[src/rtl/fetch_ctrl_pkg.sv]
// rtl/fetch_ctrl_pkg.sv - shared fetch-control types and widths
package fetch_ctrl_pkg;

  // Controller states: boot wait, normal fetch, halted
  typedef enum logic [1:0] {
    BOOT = 2'd0,
    RUN  = 2'd1,
    HALT = 2'd2
  } state_t;

  localparam int REG_W     = 5;
  localparam int DEF_CNT_W = 16;

endpackage

[src/rtl/fetch_ctrl_if.sv]
// rtl/fetch_ctrl_if.sv - pipeline hazard inputs and fetch control outputs
interface fetch_ctrl_if
  import fetch_ctrl_pkg::*;
#(
  parameter int CNT_W = DEF_CNT_W
);

  logic             branch_taken;
  logic             id_ex_memread;
  logic [REG_W-1:0] id_ex_rd;
  logic [REG_W-1:0] if_id_rs;
  logic [REG_W-1:0] if_id_rt;
  logic             halt_req;
  logic             resume;
  logic             cnt_clr;

  logic             pc_write;
  logic             branch;
  logic             if_id_write;
  logic             if_id_flush;
  logic             id_ex_flush;
  logic             ex_mem_flush;
  logic             id_ex_bubble;
  logic             fetch_valid;
  logic [CNT_W-1:0] stall_cnt;
  logic [CNT_W-1:0] flush_cnt;

  // Pipeline side: reports hazards and consumes the control outputs
  modport master (
    output branch_taken, id_ex_memread, id_ex_rd, if_id_rs, if_id_rt,
           halt_req, resume, cnt_clr,
    input  pc_write, branch, if_id_write, if_id_flush, id_ex_flush,
           ex_mem_flush, id_ex_bubble, fetch_valid, stall_cnt, flush_cnt
  );

  // Controller side
  modport slave (
    input  branch_taken, id_ex_memread, id_ex_rd, if_id_rs, if_id_rt,
           halt_req, resume, cnt_clr,
    output pc_write, branch, if_id_write, if_id_flush, id_ex_flush,
           ex_mem_flush, id_ex_bubble, fetch_valid, stall_cnt, flush_cnt
  );

endinterface

[src/rtl/fetch_ctrl_sat_counter.sv]
// rtl/fetch_ctrl_sat_counter.sv - saturating event counter with sync clear
module sat_counter #(
  parameter int CNT_W = 16
) (
  input  logic             clk,
  input  logic             rst,
  input  logic             inc,
  input  logic             clr,
  output logic [CNT_W-1:0] q
);

  // Clear wins over increment; count sticks at all-ones
  always_ff @(posedge clk or negedge rst) begin
    if (!rst) begin
      q <= '0;
    end else if (clr) begin
      q <= '0;
    end else if (inc && (q != '1)) begin
      q <= q + CNT_W'(1);
    end
  end

endmodule

[src/rtl/fetch_ctrl.sv]
// rtl/fetch_ctrl.sv - IF-stage control: boot wait, load-use stall, redirect, halt
module fetch_ctrl
  import fetch_ctrl_pkg::*;
#(
  parameter int BOOT_CYCLES = 2,
  parameter int CNT_W       = DEF_CNT_W
) (
  input logic        clk,
  input logic        rst,
  fetch_ctrl_if.slave bus
);

  localparam int BW = (BOOT_CYCLES > 1) ? $clog2(BOOT_CYCLES) : 1;

  state_t          state, state_nxt;
  logic [BW-1:0]   boot_cnt, boot_cnt_nxt;
  logic            boot_done;
  logic            hazard;
  logic            stall_inc, flush_inc;
  logic            pc_write, branch, if_id_write;
  logic            if_id_flush, id_ex_flush, ex_mem_flush;
  logic            id_ex_bubble, fetch_valid;
  logic [CNT_W-1:0] stall_q, flush_q;

  // A BOOT_CYCLES of 0 still spends one cycle in BOOT
  assign boot_done = (int'(boot_cnt) + 1 >= BOOT_CYCLES);

  // Load in EX writes a register the instruction in ID reads; r0 never hazards
  assign hazard = bus.id_ex_memread && (bus.id_ex_rd != '0) &&
                  ((bus.id_ex_rd == bus.if_id_rs) || (bus.id_ex_rd == bus.if_id_rt));

  // State and boot-wait counter registers
  always_ff @(posedge clk or negedge rst) begin
    if (!rst) begin
      state    <= BOOT;
      boot_cnt <= '0;
    end else begin
      state    <= state_nxt;
      boot_cnt <= boot_cnt_nxt;
    end
  end

  // Next state and Mealy outputs; redirect beats halt, halt beats stall
  always_comb begin
    state_nxt    = state;
    boot_cnt_nxt = boot_cnt;
    pc_write     = 1'b0;
    branch       = 1'b0;
    if_id_write  = 1'b0;
    if_id_flush  = 1'b0;
    id_ex_flush  = 1'b0;
    ex_mem_flush = 1'b0;
    id_ex_bubble = 1'b0;
    fetch_valid  = 1'b0;
    stall_inc    = 1'b0;
    flush_inc    = 1'b0;
    case (state)
      BOOT: begin
        if_id_flush = 1'b1;
        if (boot_done) begin
          state_nxt    = RUN;
          boot_cnt_nxt = '0;
        end else begin
          boot_cnt_nxt = boot_cnt + BW'(1);
        end
      end
      RUN: begin
        if (bus.branch_taken) begin
          branch       = 1'b1;
          pc_write     = 1'b1;
          if_id_write  = 1'b1;
          if_id_flush  = 1'b1;
          id_ex_flush  = 1'b1;
          ex_mem_flush = 1'b1;
          flush_inc    = 1'b1;
        end else if (bus.halt_req) begin
          state_nxt = HALT;
        end else if (hazard) begin
          id_ex_bubble = 1'b1;
          stall_inc    = 1'b1;
        end else begin
          pc_write    = 1'b1;
          if_id_write = 1'b1;
          fetch_valid = 1'b1;
        end
      end
      HALT: begin
        if (bus.branch_taken) begin
          branch       = 1'b1;
          pc_write     = 1'b1;
          if_id_write  = 1'b1;
          if_id_flush  = 1'b1;
          id_ex_flush  = 1'b1;
          ex_mem_flush = 1'b1;
          flush_inc    = 1'b1;
          state_nxt    = RUN;
        end else if (bus.resume) begin
          state_nxt = RUN;
        end
      end
      default: begin
        state_nxt    = BOOT;
        boot_cnt_nxt = '0;
      end
    endcase
  end

  sat_counter #(.CNT_W(CNT_W)) u_stall_cnt (
    .clk (clk),
    .rst (rst),
    .inc (stall_inc),
    .clr (bus.cnt_clr),
    .q   (stall_q)
  );

  sat_counter #(.CNT_W(CNT_W)) u_flush_cnt (
    .clk (clk),
    .rst (rst),
    .inc (flush_inc),
    .clr (bus.cnt_clr),
    .q   (flush_q)
  );

  assign bus.pc_write     = pc_write;
  assign bus.branch       = branch;
  assign bus.if_id_write  = if_id_write;
  assign bus.if_id_flush  = if_id_flush;
  assign bus.id_ex_flush  = id_ex_flush;
  assign bus.ex_mem_flush = ex_mem_flush;
  assign bus.id_ex_bubble = id_ex_bubble;
  assign bus.fetch_valid  = fetch_valid;
  assign bus.stall_cnt    = stall_q;
  assign bus.flush_cnt    = flush_q;

endmodule

[src/flat_wrapper.sv]
// flat-port wrapper written by rule: the top's interface ports become plain ports
module fetch_ctrl_flat import fetch_ctrl_pkg::*;
#(
  parameter int BOOT_CYCLES = 2,
  parameter int CNT_W       = DEF_CNT_W
)
  (clk, rst, bus_branch_taken, bus_id_ex_memread, bus_id_ex_rd, bus_if_id_rs, bus_if_id_rt, bus_halt_req, bus_resume, bus_cnt_clr, bus_pc_write, bus_branch, bus_if_id_write, bus_if_id_flush, bus_id_ex_flush, bus_ex_mem_flush, bus_id_ex_bubble, bus_fetch_valid, bus_stall_cnt, bus_flush_cnt);
  fetch_ctrl_if #(.CNT_W(CNT_W)) bus_i ();
  input logic clk;
  input logic rst;
  input wire logic [$bits(bus_i.branch_taken)-1:0] bus_branch_taken;
  input wire logic [$bits(bus_i.id_ex_memread)-1:0] bus_id_ex_memread;
  input wire logic [$bits(bus_i.id_ex_rd)-1:0] bus_id_ex_rd;
  input wire logic [$bits(bus_i.if_id_rs)-1:0] bus_if_id_rs;
  input wire logic [$bits(bus_i.if_id_rt)-1:0] bus_if_id_rt;
  input wire logic [$bits(bus_i.halt_req)-1:0] bus_halt_req;
  input wire logic [$bits(bus_i.resume)-1:0] bus_resume;
  input wire logic [$bits(bus_i.cnt_clr)-1:0] bus_cnt_clr;
  output wire logic [$bits(bus_i.pc_write)-1:0] bus_pc_write;
  output wire logic [$bits(bus_i.branch)-1:0] bus_branch;
  output wire logic [$bits(bus_i.if_id_write)-1:0] bus_if_id_write;
  output wire logic [$bits(bus_i.if_id_flush)-1:0] bus_if_id_flush;
  output wire logic [$bits(bus_i.id_ex_flush)-1:0] bus_id_ex_flush;
  output wire logic [$bits(bus_i.ex_mem_flush)-1:0] bus_ex_mem_flush;
  output wire logic [$bits(bus_i.id_ex_bubble)-1:0] bus_id_ex_bubble;
  output wire logic [$bits(bus_i.fetch_valid)-1:0] bus_fetch_valid;
  output wire logic [$bits(bus_i.stall_cnt)-1:0] bus_stall_cnt;
  output wire logic [$bits(bus_i.flush_cnt)-1:0] bus_flush_cnt;
  assign bus_i.branch_taken = bus_branch_taken;
  assign bus_i.id_ex_memread = bus_id_ex_memread;
  assign bus_i.id_ex_rd = bus_id_ex_rd;
  assign bus_i.if_id_rs = bus_if_id_rs;
  assign bus_i.if_id_rt = bus_if_id_rt;
  assign bus_i.halt_req = bus_halt_req;
  assign bus_i.resume = bus_resume;
  assign bus_i.cnt_clr = bus_cnt_clr;
  assign bus_pc_write = bus_i.pc_write;
  assign bus_branch = bus_i.branch;
  assign bus_if_id_write = bus_i.if_id_write;
  assign bus_if_id_flush = bus_i.if_id_flush;
  assign bus_id_ex_flush = bus_i.id_ex_flush;
  assign bus_ex_mem_flush = bus_i.ex_mem_flush;
  assign bus_id_ex_bubble = bus_i.id_ex_bubble;
  assign bus_fetch_valid = bus_i.fetch_valid;
  assign bus_stall_cnt = bus_i.stall_cnt;
  assign bus_flush_cnt = bus_i.flush_cnt;
  fetch_ctrl #(.BOOT_CYCLES(BOOT_CYCLES), .CNT_W(CNT_W)) u_core (.clk(clk), .rst(rst), .bus(bus_i));
endmodule
[config.mk]
export PLATFORM = sky130hd
export DESIGN_NAME = fetch_ctrl_flat
export DESIGN_NICKNAME = d
export VERILOG_FILES = /design/src/rtl/fetch_ctrl_pkg.sv /design/src/rtl/fetch_ctrl_if.sv /design/src/rtl/fetch_ctrl_sat_counter.sv /design/src/rtl/fetch_ctrl.sv /design/src/flat_wrapper.sv
export SDC_FILE = /design/constraint.sdc
export NUM_CORES = 1
export LEC_CHECK = 0
export CORE_ASPECT_RATIO = 0.75
export CORE_UTILIZATION = 43
export DETAILED_ROUTE_END_ITERATION = 6
export PLACE_DENSITY_LB_ADDON = 0.3
export SLEW_MARGIN = 10
export SYNTH_ARGS = -nofsm -noshare
export SYNTH_HDL_FRONTEND = slang
export SYNTH_SLANG_ARGS = --single-unit
[constraint.sdc]
create_clock -name clk -period 2.53 [get_ports clk]
set_clock_uncertainty 0.2 [all_clocks]
set_input_delay 0.506 -clock clk [delete_from_list [all_inputs] [get_ports clk]]
set_output_delay 0.506 -clock clk [all_outputs]
set_load 0.01 [all_outputs]
Yosys cells after proc, flatten, opt, wreduce, memory -nomap -nowiden --
Index checks and enable logic that the tools add are counted. Widths: inputs -> output; s select.
Storage, ports and cells: flip-flop bits (word level) 35, input bits 22, output and inout bits 40, logic and storage cells 55
Operators by class: add/subtract/negate cells 4, magnitude comparators 1, eq/ne operators 10, multiplexer cells 25, reduce and logical (&&, ||, !) cells 11
Operators with widths (count):
- $mux 16 | 4
- $add 16x1->16 const B | 2
- $ge 32x3->1 const B | 1
- $ne 16x16->1 const B | 2
- $mux 1 | 12
- $eq 5x5->1 | 2
- $mux 2 | 5
- $pmux 1 s2 | 3
- $pmux 2 s3 | 1
- $reduce_bool 5->1 | 1
- $logic_and 1x1->1 | 4
- $ne 2x2->1 const B | 2
- $reduce_and 4->1 | 1
- $reduce_bool 2->1 | 2
- $ne 3x3->1 const B | 1
- $add 1x1->2 const B | 1
- $eq 2x1->1 const B | 1
- $eq 2x2->1 const B | 1
- $logic_not 2->1 | 1
- $ne 2x1->1 const B | 1
- $reduce_or 2->1 | 1
- $add 1x1->1 const B | 1
- $logic_or 1x1->1 | 1

Longest topological paths before layout --
depth in word-level cells 10, mapped depth 8, gate-level depth less buffers 7

Hierarchy --
From an unflattened synthesis, not the netlist that was laid out.
Second synthesis, totals: cell total of the unflattened synthesis 246, area, all modules 2248.4 um^2
Modules (own cells, without submodules):
- sat_counter at u_core.u_flush_cnt | instances 1, cells each 98, area each 942.2 um^2, seq. area each 400.4 um^2
- sat_counter at u_core.u_stall_cnt | instances 1, cells each 96, area each 900.9 um^2, seq. area each 400.4 um^2
- fetch_ctrl | instances 1, cells each 52, area each 405.4 um^2, seq. area each 75.1 um^2

Worst setup path before layout --
OpenSTA, ideal clock, no wires.
path type input-to-output, start in bus_if_id_rt[3], end out bus_pc_write, arrival time 2.089 ns, required time 1.824 ns, setup slack -0.265 ns, stages 8, buffers on the path 3, cells stage by stage xor2_1 nor3_1 a22oi_1 clkbuf_1 clkbuf_1 nor2_1 o21ai_0 buf_4
On the way: cells in the longest elaborated chain, start to end 7
RTL lines:
- from (decl) | line flat_wrapper.sv:15 | input wire logic [$bits(bus_i.if_id_rt)-1:0] bus_if_id_rt;
- $eq 5x5->1 | line fetch_ctrl.sv:30 | ((bus.id_ex_rd == bus.if_id_rs) || (bus.id_ex_rd == bus.if_id_rt));
- $logic_or 1x1->1 | line fetch_ctrl.sv:30
- $logic_and 1x1->1 | line fetch_ctrl.sv:29 | assign hazard = bus.id_ex_memread && (bus.id_ex_rd != '0) &&
- $mux 1 (3 in series)
- $pmux 1 s2
- to (decl) | line flat_wrapper.sv:19 | output wire logic [$bits(bus_i.pc_write)-1:0] bus_pc_write;
Every way passes these cells.

Worst setup path in the final report --
start reg u_core.u_stall_cnt.q[0], end reg u_core.u_stall_cnt.q[14]
On the way: cells in the longest elaborated chain, start to end 3, elaborated cells between the ends (all ways) 6, classes of those cells 1 x add/sub; 1 x eq/ne; 2 x mux; 2 x reduce/logical
RTL lines:
- from (decl) | line fetch_ctrl_sat_counter.sv:9 | output logic [CNT_W-1:0] q
- from (signal assigned) | line fetch_ctrl_sat_counter.sv:19 | q <= q + CNT_W'(1);
- $add 16x1->16 / $ne 16x16->1 (equally long branches) | line fetch_ctrl_sat_counter.sv:19, fetch_ctrl_sat_counter.sv:18
- $mux 16 / $logic_and 1x1->1 (equally long branches) | line fetch_ctrl_sat_counter.sv:18 | end else if (inc && (q != '1)) begin
- $mux 16 / $reduce_bool 2->1 (equally long branches)
Parallel ways exist; a longest one is shown, timed or not. The select of a mux whose other input is x is not followed. A chain may end at the register's enable or synchronous reset.

==> summary.md <==
| Metric | Value |
|---|---|
| Root Buffer | `clkbuf_8` |
| Fillers | `399` |
| Total inserted antenna cells | `0` |
| Final WL | `5.547 mm` |
| # rows | `22` |
| Slowest CP cell | `or4_4` |
| Share of cells above drive strength 1 | `21.23%` |
| Count leader, synth | `dfrtp_1` |
| Peak VDD IR | `262.4 µV` |
| Critical Path AT | `2.49 ns` |
| Die X | `84.21 µm` |
| Critical Path RT | `2.54 ns` |
| CTS buffer count | `5` |
| DRC Markers | `7` |
| First-pass GRT wire length | `8.887 mm` |
| Hold Fails Final Rpt | `0` |
| Cell Area, Synth | `0.002180 mm²` |
| RSZ-0062 raised after global routing | `yes` |
| Synth Register Bits | `35` |
| Pin count of the biggest net entering global routing | `36` |
| Overflow after GRT | `0` |
| Via/cell ratio | `5.470` |
| Largest family of logic cells by synthesized area | `simple AND/OR/NAND/NOR gates` |
| EDFF count, synth | `0` |
| Area Overhead vs Synth | `47.24%` |
| Max FO, Critical Path | `4` |
| CTS max path bufs | `2` |
| Gr usage total | `20.68%` |
| Failing checks | `design-rule violations` |
| Sink Count | `35` |
| Pre-antenna DRT Iters | `6` |
| CP cell instances | `ha_4 -> nand2_1 -> or4_4 -> or4_1 -> or3_1 -> a21oi_2` |
| Slew @ Worst Pin | `0.5395 ns` |
| Clock latency on the worst-skew pair | `0.28 ns` |
| Post-Place Cells | `373` |
| Ys async rst share | `100.0%` |
| Max-cap viol count | `0` |
| Synth area leader | `dfrtp_1` |
| Seq/Total Area, Yosys | `40.18%` |
| Input/output buffers | `61` |
| Max-slew violation count | `0` |
| DR WL/cell | `14.41 µm` |
| GPL Wtd Cong | `0.7792` |
| DP Area | `0.002994 mm²` |
| Die Y | `63.66 µm` |
| Slew headroom | `63.65%` |
| CORE AREA | `0.004872 mm²` |
| Warning count from the yosys run | `0` |
| Final min period | `2.482 ns` |
| Full die area | `0.005360 mm²` |
| Power density over cell area | `533.0 mW/mm²` |
| # IOs | `62` |
| Top cells by area, synth | `dfrtp_1, xor2_1, nor2_1, ha_1, or4_1` |
| Top_reg_cell synth | `dfrtp_1` |
| Dpl hpwl | `3.833 mm` |
| Xor/xnor share of the synthesized area | `9.242%` |
| Commonest cells post-synth | `dfrtp_1, nor2_1, xor2_1` |
| Critical path class | `register to register` |
| Fmax | `0.4029 GHz` |
| Via count | `2106` |
| Final ANT Viol Nets | `0` |
| Initial antenna violation count | `0` |
| Final nets | `352` |
| Design area | `0.003209 mm²` |
| Adder-cell share of the synthesized area | `3.444%` |
| Crit share post-route | `98.10%` |
| CTS tree | `done` |
| Htree depth | `2` |
| Post-Syn Nets | `268` |
| Syn Inst Count | `240` |
| Top-area cell type share of the netlist area | `40.18%` |
| CP Launch Type | `register` |
| CP peak stage delay | `0.56 ns` |
| Drt first-iter violations | `144` |
| Starting Density | `44.74%` |
| Post-synth cell types | `41` |
| Finish-stage setup viols | `0` |
| Simple-gate share of the synthesized area | `26.98%` |
| Status | `finished with violations` |
| Pleak | `0.001411 µW` |
| CP Capture Type | `register` |
| Min-delay worst type | `register to register` |
| Clk slew on worst S/H paths | `0.07 ns` |
| Multiplexer share of the synthesized area | `3.042%` |
| Mean Syn Cell Area | `9.082 µm²` |
| Synth Area in Compound Gates | `12.86%` |
| Fin cells | `385` |
| Vias in the first global route | `1924` |
[layer usage]
| metal | GRT usage (%) | up-vias | share of wire [%] |
|---|---|---|---|
| met5 | 0 | - | 0 |
| met4 | 4.526 | 0 | 0.45 |
| met3 | 4.587 | 2 | 5.9 |
| met2 | 33.61 | 55 | 46 |
| met1 | 28.29 | 1006 | 47 |
| li1 | - | 1043 | - |
[sequential cells by signal (all words and copies together), names as in the netlist]
signal                count
u_core.boot_cnt           1
u_core.u_stall_cnt.q     16
u_core.state              2
u_core.u_flush_cnt.q     16
[area by class of cell]
class	count	area (µm²)	share of cell area, %
multi-input cells	184	1301	40.55
well taps	60	75.07	2.339
clock buffers	7	96.34	3.002
inverters	7	26.28	0.8187
flip-flops and latches	35	875.8	27.29
clock inverters	1	7.507	0.2339
repair buffers	91	827.0	25.77
[where the power goes]
group | internal (µW) | leakage [µW] | switching, µW | total (µW)
clock | 248 | 0.0000505 | 204 | 451
combinational | 330 | 0.000877 | 305 | 635
sequential | 595 | 0.000484 | 29.3 | 624
[worst paths after layout]
kind | depth (start not counted) | startpoint | endpoint | slack [ns]
worst max-delay path | 6 | u_core.u_stall_cnt.q[0] | u_core.u_stall_cnt.q[14] | 0.05
worst min-delay path | 1 | u_core.u_flush_cnt.q[9] | u_core.u_flush_cnt.q[9] | 0.31
worst max register to register | 6 | u_core.u_stall_cnt.q[0] | u_core.u_stall_cnt.q[14] | 0.05
worst min register to register | 1 | u_core.u_flush_cnt.q[9] | u_core.u_flush_cnt.q[9] | 0.31
max in group asynchronous | 2 | rst | u_core.u_stall_cnt.q[14] | 1.38
min in group asynchronous | 2 | rst | u_core.u_stall_cnt.q[6] | 0.43
[per-stage QoR]
step / hold WS, ns / setup slack (ns) / total power, µW / setup TNS [ns] / utilization (%)
3_5_place_dp: 0.2984 / -0.6582 / 1231 / -7.184 / 61.45
3_3_place_gp: 0.2908 / -0.6413 / 1214 / -6.283 / 61.45
2_1_floorplan: 0.01041 / 0.01368 / 960.8 / 0 / -
6_report: 0.3078 / 0.04814 / 1711 / 0 / 65.87
5_1_grt: 0.3347 / -0.01964 / 1815 / -0.01964 / 65.87
4_1_cts: 0.3158 / 0.002223 / 1709 / 0 / 63.94
[critical path: cells and delay by family, from the launching register on]
| kind | cells | cell delay (ns) |
|---|---|---|
| compound gates | 1 | 0.14 |
| fa+ha+maj | 1 | 0.16 |
| simple gates | 4 | 1.49 |
| flops | 1 | 0.41 |
[kinds of logic (layout without fill, tap and decap cells)]
| family | count (synthesis) | in the layout |
|---|---|---|
| mux | 6 | 6 |
| compound gates | 44 | 44 |
| flops | 35 | 35 |
| xor+xnor | 23 | 23 |
| fa+ha+maj | 6 | 6 |
| simple gates | 105 | 105 |
| buf+inv | 21 | 106 |
[cell usage in the layout (no fill, tap or decap), types with 5 or more instances in the layout]
master | netlist | final
nor3_1 | 8 | 5
nor2b_1 | 7 | 7
dlymetal6s2s_1 | 0 | 11
clkdlybuf4s50_1 | 0 | 38
clkbuf_8 | 0 | 7
xnor2_1 | 7 | 7
nor2_1 | 27 | 26
o31ai_1 | 9 | 9
nand2_1 | 8 | 8
nand4_1 | 6 | 6
and3_1 | 5 | 5
xor2_1 | 16 | 15
dfrtp_1 | 35 | 35
buf_4 | 3 | 29
mux2_2 | 5 | 5
inv_1 | 7 | 7
nand3_1 | 13 | 13
a21oi_1 | 13 | 12
o21ai_0 | 10 | 8
or4_1 | 10 | 9
[timing repair]
action                                  CTS  global route
hold buffers                              0             0
resized for setup                        31            29
endpoints found under the setup margin   12            14
pin swaps                                 7            11
setup buffers                             2             2
gates cloned                              0             0
Note: power is estimated with default switching activity, not from simulation.
